[config.mk]
export PLATFORM = sky130hd
export DESIGN_NAME = mmio_store_buffer
export DESIGN_NICKNAME = d
export VERILOG_FILES = /design/src/rtl/risc_bus_pkg.sv /design/src/rtl/sync_fifo_p.sv /design/src/rtl/mmio_store_buffer.sv
export SDC_FILE = /design/constraint.sdc
export NUM_CORES = 1
export LEC_CHECK = 0
export BUFFER_PORTS_ARGS = -buffer_cell sky130_fd_sc_hd__clkbuf_2
export CORE_MARGIN = 4
export CORE_UTILIZATION = 54
export CTS_BUF_LIST = sky130_fd_sc_hd__clkbuf_4 sky130_fd_sc_hd__clkbuf_8
export DETAILED_ROUTE_END_ITERATION = 12
export PLACE_DENSITY_LB_ADDON = 0.05
export SLEW_MARGIN = 15
export SYNTH_ARGS = -nofsm -noshare
export SYNTH_HDL_FRONTEND = slang
export SYNTH_SLANG_ARGS = --single-unit
[constraint.sdc]
create_clock -name clk -period 3 [get_ports clk]
set_input_delay 0.6 -clock clk [delete_from_list [all_inputs] [get_ports clk]]
set_output_delay 0.6 -clock clk [all_outputs]
set_load 0.005 [all_outputs]
[src/rtl/risc_bus_pkg.sv]
// Shared bus definitions for the core-side store path: default widths,
// the MMIO decode window and the drain state encoding.
package risc_bus_pkg;

  localparam int          ADDR_W_DEF    = 32;
  localparam int          DATA_W_DEF    = 32;
  localparam logic [31:0] MMIO_BASE_DEF = 32'h8000_0000;
  localparam logic [31:0] MMIO_MASK_DEF = 32'hF000_0000;

  typedef enum logic {
    IDLE    = 1'b0,
    PRESENT = 1'b1
  } drain_state_e;

endpackage

[src/rtl/sync_fifo_p.sv]
// Small synchronous FIFO with wrapping pointers and registered count/full/empty.
// A push into a full FIFO is taken only when a pop frees the head slot in the same cycle.
module sync_fifo_p #(
  parameter int DEPTH = 4,
  parameter int W     = 64
) (
  input  logic                     clk,
  input  logic                     rst_n,
  input  logic                     push,
  input  logic                     pop,
  input  logic [W-1:0]             wdata,
  output logic [W-1:0]             rdata,
  output logic                     accept,
  output logic [$clog2(DEPTH):0]   count,
  output logic                     full,
  output logic                     empty
);

  localparam int AW = $clog2(DEPTH);
  localparam int CW = AW + 1;

  logic [W-1:0]  mem_q [DEPTH];
  logic [AW-1:0] wr_ptr_q, wr_ptr_d;
  logic [AW-1:0] rd_ptr_q, rd_ptr_d;
  logic [CW-1:0] count_q, count_d;
  logic          full_q, full_d;
  logic          empty_q, empty_d;
  logic          do_push, do_pop;

  assign do_pop  = pop & ~empty_q;
  assign do_push = push & (~full_q | do_pop);

  always_comb begin
    wr_ptr_d = wr_ptr_q;
    rd_ptr_d = rd_ptr_q;
    count_d  = count_q;
    // DEPTH is a power of two, so the AW-bit increment wraps on its own
    if (do_push) wr_ptr_d = wr_ptr_q + 1'b1;
    if (do_pop)  rd_ptr_d = rd_ptr_q + 1'b1;
    case ({do_push, do_pop})
      2'b10:   count_d = count_q + 1'b1;
      2'b01:   count_d = count_q - 1'b1;
      default: count_d = count_q;
    endcase
    full_d  = (count_d == CW'(DEPTH));
    empty_d = (count_d == '0);
  end

  always_ff @(posedge clk or negedge rst_n) begin
    if (!rst_n) begin
      wr_ptr_q <= '0;
      rd_ptr_q <= '0;
      count_q  <= '0;
      full_q   <= 1'b0;
      empty_q  <= 1'b1;
    end else begin
      wr_ptr_q <= wr_ptr_d;
      rd_ptr_q <= rd_ptr_d;
      count_q  <= count_d;
      full_q   <= full_d;
      empty_q  <= empty_d;
    end
  end

  always_ff @(posedge clk) begin
    if (do_push) mem_q[wr_ptr_q] <= wdata;
  end

  assign rdata  = mem_q[rd_ptr_q];
  assign accept = do_push;
  assign count  = count_q;
  assign full   = full_q;
  assign empty  = empty_q;

endmodule

[src/rtl/mmio_store_buffer.sv]
// Posted-write buffer between the core store port and a slower MMIO bus.
// Define MMIO_STORE_BUF_FILTER_EN to buffer only stores that hit the MMIO window.
module mmio_store_buffer
  import risc_bus_pkg::*;
#(
  parameter int                DEPTH     = 4,
  parameter int                ADDR_W    = ADDR_W_DEF,
  parameter int                DATA_W    = DATA_W_DEF,
  parameter logic [ADDR_W-1:0] MMIO_BASE = ADDR_W'(MMIO_BASE_DEF),
  parameter logic [ADDR_W-1:0] MMIO_MASK = ADDR_W'(MMIO_MASK_DEF)
) (
  input  logic                   clk,
  input  logic                   rst_n,
  input  logic                   st_we,
  input  logic [ADDR_W-1:0]      st_addr,
  input  logic [DATA_W-1:0]      st_data,
  output logic                   bus_valid,
  input  logic                   bus_ready,
  output logic [ADDR_W-1:0]      bus_addr,
  output logic [DATA_W-1:0]      bus_data,
  output logic [$clog2(DEPTH):0] count,
  output logic                   full,
  output logic                   empty,
  output logic                   ovf,
  input  logic                   ovf_clr
);

  localparam int CW = $clog2(DEPTH) + 1;

  drain_state_e               state_q, state_d;
  logic                       ovf_q, ovf_d;
  logic                       qualify, push, pop, accept;
  logic [ADDR_W+DATA_W-1:0]   head;

`ifdef MMIO_STORE_BUF_FILTER_EN
  assign qualify = ((st_addr & MMIO_MASK) == (MMIO_BASE & MMIO_MASK));
`else
  logic unused_window;
  assign unused_window = ^(MMIO_BASE & MMIO_MASK);
  assign qualify       = 1'b1;
`endif

  assign push = st_we & qualify;
  assign pop  = bus_valid & bus_ready;

  sync_fifo_p #(
    .DEPTH (DEPTH),
    .W     (ADDR_W + DATA_W)
  ) u_fifo (
    .clk    (clk),
    .rst_n  (rst_n),
    .push   (push),
    .pop    (pop),
    .wdata  ({st_addr, st_data}),
    .rdata  (head),
    .accept (accept),
    .count  (count),
    .full   (full),
    .empty  (empty)
  );

  always_comb begin
    state_d = state_q;
    case (state_q)
      IDLE:    if (push) state_d = PRESENT;
      PRESENT: if (pop && !push && count == CW'(1)) state_d = IDLE;
      default: state_d = IDLE;
    endcase
  end

  // A dropped store outranks a same-cycle clear so no loss goes unreported
  always_comb begin
    ovf_d = ovf_q;
    if (ovf_clr)          ovf_d = 1'b0;
    if (push && !accept)  ovf_d = 1'b1;
  end

  always_ff @(posedge clk or negedge rst_n) begin
    if (!rst_n) begin
      state_q <= IDLE;
      ovf_q   <= 1'b0;
    end else begin
      state_q <= state_d;
      ovf_q   <= ovf_d;
    end
  end

  // Storage is not reset, so the head is masked until something is presented
  assign bus_valid = (state_q == PRESENT);
  assign bus_addr  = bus_valid ? head[ADDR_W+DATA_W-1:DATA_W] : '0;
  assign bus_data  = bus_valid ? head[DATA_W-1:0] : '0;
  assign ovf       = ovf_q;

endmodule

==> results of run 1 <==
## layer usage
| metal | vias up | global-route usage [%] | part of all wire, % |
|---|---|---|---|
| met5 | - | 0 | 0 |
| met4 | 0 | 5.55 | 2.0 |
| met3 | 36 | 5.03 | 6.2 |
| met2 | 143 | 30.1 | 50 |
| met1 | 2583 | 23.8 | 41 |
| li1 | 2269 | - | - |
## power by group through the flow
stage,logic [W],registers [W],clock network (W)
2_1_floorplan,0.00245,0.00513,0
6_report,0.00378,0.00518,0.00318
3_5_place_dp,0.00379,0.00529,0
5_1_grt,0.00416,0.00525,0.00347
4_1_cts,0.00380,0.00522,0.00327
3_3_place_gp,0.00376,0.00525,0
## registers in the layout, summed over array words and instances, names as in the netlist
name             count
u_fifo.count         3
ovf                  1
u_fifo.full          1
u_fifo.empty         1
u_fifo.mem_q       256
u_fifo.rd_ptr_q      2
u_fifo.wr_ptr_q      2
bus_valid            1
## logic make-up after synthesis
| logic type | count (synthesis) | share of synthesized area [%] |
|---|---|---|
| mux | 66 | 14.2 |
| compound gates | 9 | 0.607 |
| flops | 267 | 77.2 |
| simple gates | 85 | 4.99 |
| buf+inv | 28 | 1.53 |
| fa+ha+maj | 10 | 1.21 |
| xor+xnor | 3 | 0.255 |
## cell usage in the layout (no fill, tap or decap), drive strengths merged, types with 2 or more instances in the layout
cell,netlist,routed
edfxtp,256,256
and2,68,68
o21ai,5,5
or2,2,2
nand3,2,2
bufinv,0,4
nand2,7,7
xnor2,3,3
dfrtp,10,10
ha,10,10
clkinvlp,0,3
clkinv,0,15
clkbuf,8,192
buf,13,22
mux4,64,64
inv,7,7
## cells in the mapped netlist (2+ instances only)
master    instances  area, µm²
and2_1           68        425
buf_2             6       30.0
buf_4             2       15.0
buf_6             5       56.3
clkbuf_1          8       30.0
dfrtp_1          10        250
edfxtp_1        256       7690
ha_1             10        125
inv_1             7       26.3
mux4_2           64       1440
nand2_1           7       26.3
nand3_1           2       10.0
o21ai_0           5       25.0
or2_2             2       12.5
xnor2_1           3       26.3
## worst max-delay path by stage
stage	startpoint	endpoint	slack, ps
2_1_floorplan	bus_ready	u_fifo.mem_q[0][0]$_DFFE_PP_	620
3_3_place_gp	bus_ready	u_fifo.full$_DFF_PN0_	600
3_5_place_dp	bus_ready	u_fifo.full$_DFF_PN0_	530
4_1_cts	u_fifo.rd_ptr_q[0]$_DFFE_PN0P_	bus_data[8]	50
5_1_grt	u_fifo.rd_ptr_q[0]$_DFFE_PN0P_	bus_data[4]	140
6_report	u_fifo.rd_ptr_q[0]$_DFFE_PN0P_	bus_data[8]	280
## repair_timing
item | 4_1_cts | 5_1_grt
setup buffers | 0 | 6
endpoints found under the setup margin | 0 | 12
hold buffers | 1 | 0
endpoints found under the hold margin | 10 | 0
## stage by stage
step	area (µm²)	utilization [%]
2_1_floorplan	10300	-
3_5_place_dp	11400	60.7
4_1_cts	12300	65.5
6_report	12300	65.7
5_1_grt	12300	65.7
3_3_place_gp	11400	60.7
## area by class of cell
class / instances / area (µm²)
multi-input combinational: 173 / 2200
clock buffer: 53 / 679
clock inverter: 22 / 206
tap: 234 / 293
timing repair buffer: 162 / 958
sequential: 267 / 7970
fill: 1295 / 6430
inverter: 7 / 26.3
==> reports/results.txt, run 1 <==
Synth warnings -> 0
Placed cell count -> 836
Die Span Y -> 146 µm
Req. time, crit path -> 2400 ps
Max-slew violation count -> 0
Max_cap viols -> 0
Die area -> 21400 µm²
Int Pwr -> 0.00876 W
Logic gate share of total power -> 31.2%
Unique masters post-synth -> 28
Worst Reg-to-Reg Cells -> 7
Worst Hold Class -> input pin to flip-flop
Initial core utilization -> 54.9%
Initial antenna violation count -> 0
Total CTS buffers -> 43
Clock Skew -> 16.2 ps
GPL Wtd Cong -> 0.703
Crit path arrival time -> 2120 ps
Largest net degree at the start of global routing -> 67
Initial DRC Count -> 270
H-tree levels -> 2
Ant diodes -> 0
Vias in the first global route -> 5578
GRT Total Usage -> 18.2%
Post-Syn Area -> 10300 µm²
CTS sink cnt -> 267
Hold Slack -> 268 ps
Row count -> 50
Crit path depth -> 4
Hold_sp -> ovf_clr
Post-synthesis cell count -> 468
PwrDens -> 984 nW/µm²
CTS tree -> built
Clock tree buffer depth -> 3
Final setup violation count -> 0
Max-slew headroom at the worst pin -> 55.7%
Seq pwr share -> 42.6%
DP HPWL -> 11000 µm
Final nets -> 733
Clk pwr share -> 26.2%
Psw -> 0.00338 W
Max Fclk -> 367 MHz
Critical path's slowest cell -> mux4_2
Setup TNS -> 0 ps
GR Overflow Total -> 0
Final Worst Setup Slack -> 275 ps
Routed wire length -> 18700 µm
Share of cells above drive strength 1 -> 44.3%
Via density -> 5.48
Fraction of registers with async set/reset -> 4.12%
Drt pass-1 iters -> 4
Core Area -> 18800 µm²
Worst skew pair latency -> 530 ps
Area Growth Syn to Fin -> 19.6%
WHS Endpoint -> ovf$_DFFE_PN0P_
Syn_area_per_cell -> 22.0 µm²
Seq cells post-synth -> 267
Cell family with most CP delay -> multiplexers
Seq/Total Area, Yosys -> 77.2%
Worst VDD drop -> 0.000466 V
Final ANT Viol Nets -> 0
Ports -> 140
Number of remaining DRC errors -> 0
Status -> finished clean
Post-synth top flop -> edfxtp_1
Root Driver -> clkbuf_8
Worst r2r src -> u_fifo.empty$_DFF_PN1_
CP Cell Sequence -> buf_4 > mux4_2 > and2_1 > clkbuf_2
Crit path capture type -> primary output
Number of I/O port buffers -> 139
Post-route insts no fill -> 918
First-pass GRT wire length -> 30300 µm
Clock period minus worst slack -> 2720 ps
WHS Path Cells -> 2
Post-CTS Resized -> 0
Final hold violation count -> 0
R2r endpoint -> u_fifo.empty$_DFF_PN1_
Worst reg2reg setup slack -> 790 ps
Worst slack at placement -> 527 ps
Startpoint Class -> flip-flop
Unrepaired setup endpoints after global routing -> no
Buffers & Inverters on Critical Path -> 2
Via count -> 5031
Number of flops mapped to enable cells by yosys -> 256
Largest fanout on the critical path -> 10
Leakage -> 4.40 nW
WL/cell -> 20.4 µm
Total power -> 0.0121 W
CTS clock-pin slew for the worst setup and hold paths -> 60 ps
Pin slew with the least headroom to its limit -> 665 ps
Die Width -> 146 µm
Period utilisation layout -> 90.8%
WS Path Type -> flip-flop to primary output
Sw Ratio -> 27.9%
Worst path max stage delay -> 530 ps
Syn_nets -> 547
Note: power is estimated with default switching activity, not from simulation.
==> run 2: changes to the inputs <==
CORE_ASPECT_RATIO = 0.8   (was not set)
==> run 2 against run 1 <==
Net effect: hold slack improved by 2.4 ps; non-clock buffer count is 5 higher; sequential power rose by 1%; via count up 1.4%; critical path depth unchanged; final area is essentially flat; maximum frequency shrank 4.3%; critical endpoint is now bus_data[27]; final cell count increased by 2.6%.
==> reports/results.txt, run 2 (synthesis gave the netlist of run 1 again) <==
Final ANT Viol Nets -> 0 (unchanged)
Ant diodes -> 0 (unchanged)
Ports -> 140 (unchanged)
Area Growth Syn to Fin -> 19.7% (about the same)
Clk pwr share -> 24.6% (-1.6 points)
Unrepaired setup endpoints after global routing -> no
Worst skew pair latency -> 530 ps (about the same)
Placed cell count -> 855 (+2.3%)
Sw Ratio -> 28.2% (+0.32 points)
Most common cell after layout, fill and taps aside -> edfxtp_1
Max reg flops -> 256 (unchanged)
Largest fanout on the critical path -> 32 (+22)
Die area -> 21400 µm² (about the same)
Psw -> 0.00338 W (about the same)
CTS clock-pin slew for the worst setup and hold paths -> 60 ps (about the same)
Initial DRC Count -> 245 (-9.3%)
Req. time, crit path -> 2400 ps (about the same)
Max-slew violation count -> 0 (unchanged)
Die Width -> 163 µm (+11%)
Initial core utilization -> 55.9% (+0.97 points)
Crit. Startpoint -> u_fifo.rd_ptr_q[1]$_DFFE_PN0P_
CTS tree -> built
Crit path arrival time -> 2250 ps (+130 ps)
Clock period minus worst slack -> 2850 ps (+124 ps)
Max_cap viols -> 0 (unchanged)
Total power -> 0.0120 W (-1.1%)
Routed wire length -> 19400 µm (+3.7%)
Die Span Y -> 132 µm (-10%)
Initial antenna violation count -> 0 (unchanged)
Final setup violation count -> 0 (unchanged)
Root Driver -> clkbuf_8
Final core utilization -> 66.9% (+1.2 points)
Register Area -> 7970 µm² (unchanged)
Via count -> 5099 (+1.4%)
# fillers -> 1278 (-1.3%)
Share of cells above drive strength 1 -> 45.4% (+1.1 points)
CTS sink cnt -> 267 (unchanged)
Post-route insts no fill -> 942 (+2.6%)
Total CTS buffers -> 41 (-4.7%)
Worst Reg-to-Reg Cells -> 7 (unchanged)
Post-CTS Resized -> 0 (unchanged)
Startpoint Class -> flip-flop
Row count -> 44 (-12%)
Logic gate share of total power -> 31.8% (+0.6 points)
Clock Skew -> 21.3 ps (+5.11 ps)
Vias in the first global route -> 5561 (-0.30%)
Critical Path End -> bus_data[27]
GPL Wtd Cong -> 0.707 (+0.61%)
Worst r2r src -> u_fifo.empty$_DFF_PN1_
Area occupied by multi-input gates -> 2200 µm² (unchanged)
Crit path capture type -> primary output
Worst VDD drop -> 0.000502 V (+7.6%)
Period utilisation layout -> 94.9% (+4.1 points)
Core Area -> 18400 µm² (-1.7%)
Drt pass-1 iters -> 5 (+1)
Worst reg2reg setup slack -> 720 ps (-70 ps)
Max-slew headroom at the worst pin -> 55.9% (+0.22 points)
First-pass GRT wire length -> 30400 µm (+0.25%)
Final hold violation count -> 0 (unchanged)
Setup TNS -> 0 ps (unchanged)
Number of remaining DRC errors -> 0 (unchanged)
WL/cell -> 20.6 µm (+1.0%)
Final nets -> 736 (+0.41%)
Max Fclk -> 351 MHz (-4.3%)
Hold Slack -> 270 ps (+2.38 ps)
PwrDens -> 972 nW/µm² (-1.2%)
GRT Total Usage -> 18.4% (+0.27 points)
H-tree levels -> 2 (unchanged)
DP HPWL -> 11600 µm (+5.4%)
Seq pwr share -> 43.6% (+1.0 points)
Clock tree buffer depth -> 3 (unchanged)
R2r endpoint -> u_fifo.full$_DFF_PN0_
Most frequent cells in the layout -> edfxtp_1, clkbuf_2, mux4_2, and2_1, clkbuf_8
Number of I/O port buffers -> 139 (unchanged)
Leakage -> 4.41 nW (+0.35%)
Int Pwr -> 0.00862 W (-1.6%)
Most flop-heavy register -> u_fifo.mem_q
GR Overflow Total -> 0 (unchanged)
Status -> finished clean
Pin slew with the least headroom to its limit -> 661 ps (-3.28 ps)
Via density -> 5.41 (-1.2%)
Largest net degree at the start of global routing -> 67 (unchanged)
WS Path Type -> flip-flop to primary output
Worst Hold Class -> input pin to flip-flop
run 2: cell types whose count changed in the layout (fill, tap and decap cells not counted), sizes merged:
cell,previous run,this run
clkbuf,192,206
clkinv,15,7
clkinvlp,3,1
buf,22,27
bufinv,4,0
run 2: how the worst min path moves through the flow:
stage           startpoint                       endpoint  cells past startpoint
2_1_floorplan        rst_n            bus_valid$_DFF_PN0_                      0
3_5_place_dp         rst_n                ovf$_DFFE_PN0P_                      1
6_report           ovf_clr                ovf$_DFFE_PN0P_                      2
4_1_cts            ovf_clr                ovf$_DFFE_PN0P_                      2
5_1_grt        st_data[18]  u_fifo.mem_q[1][18]$_DFFE_PP_                      1
3_3_place_gp         rst_n                ovf$_DFFE_PN0P_                      1
run 2: area by class of cell:
cell class / count / share of cell area (%)
Tap cell: 253 / 2.56
Clock buffer: 67 / 6.35
Sequential cell: 267 / 64.6
Timing Repair Buffer: 167 / 8.17
Inverter: 7 / 0.213
Multi-Input combinational cell: 173 / 17.8
Clock inverter: 8 / 0.304
run 2: through the flow:
stage	worst slack (ps)	cell area, µm²
6_report	152	12300
5_1_grt	60.0	12300
4_1_cts	39.2	12300
3_5_place_dp	454	11400
3_3_place_gp	585	11400
2_1_floorplan	623	10300
run 2: timing repair:
action	4_1_cts	5_1_grt
setup buffers	0	11
hold buffers	1	0
endpoints found under the setup margin	0	29
hold endpoints to repair	10	0
run 2: power by group through the flow:
stage	clock network [W]	logic, W	registers (W)
3_5_place_dp	0	0.00378	0.00534
3_3_place_gp	0	0.00374	0.00529
6_report	0.00295	0.00381	0.00524
2_1_floorplan	0	0.00245	0.00513
5_1_grt	0.00322	0.00418	0.00530
4_1_cts	0.00303	0.00379	0.00527
run 2: critical path: stages (launching register included):
cell and delay (ps):
dfrtp_4 710, buf_12 280, mux4_2 350, and2_1 210
clkbuf_2 120
run 2: metal layers:
metal  routed length (µm)  vias up  GRT usage, %
li1                     -     2271             -
met1                 8430     2644          25.3
met2                 9560      163          30.1
met3                 1160       21          4.35
met4                  257        0          5.17
met5                    0        -             0
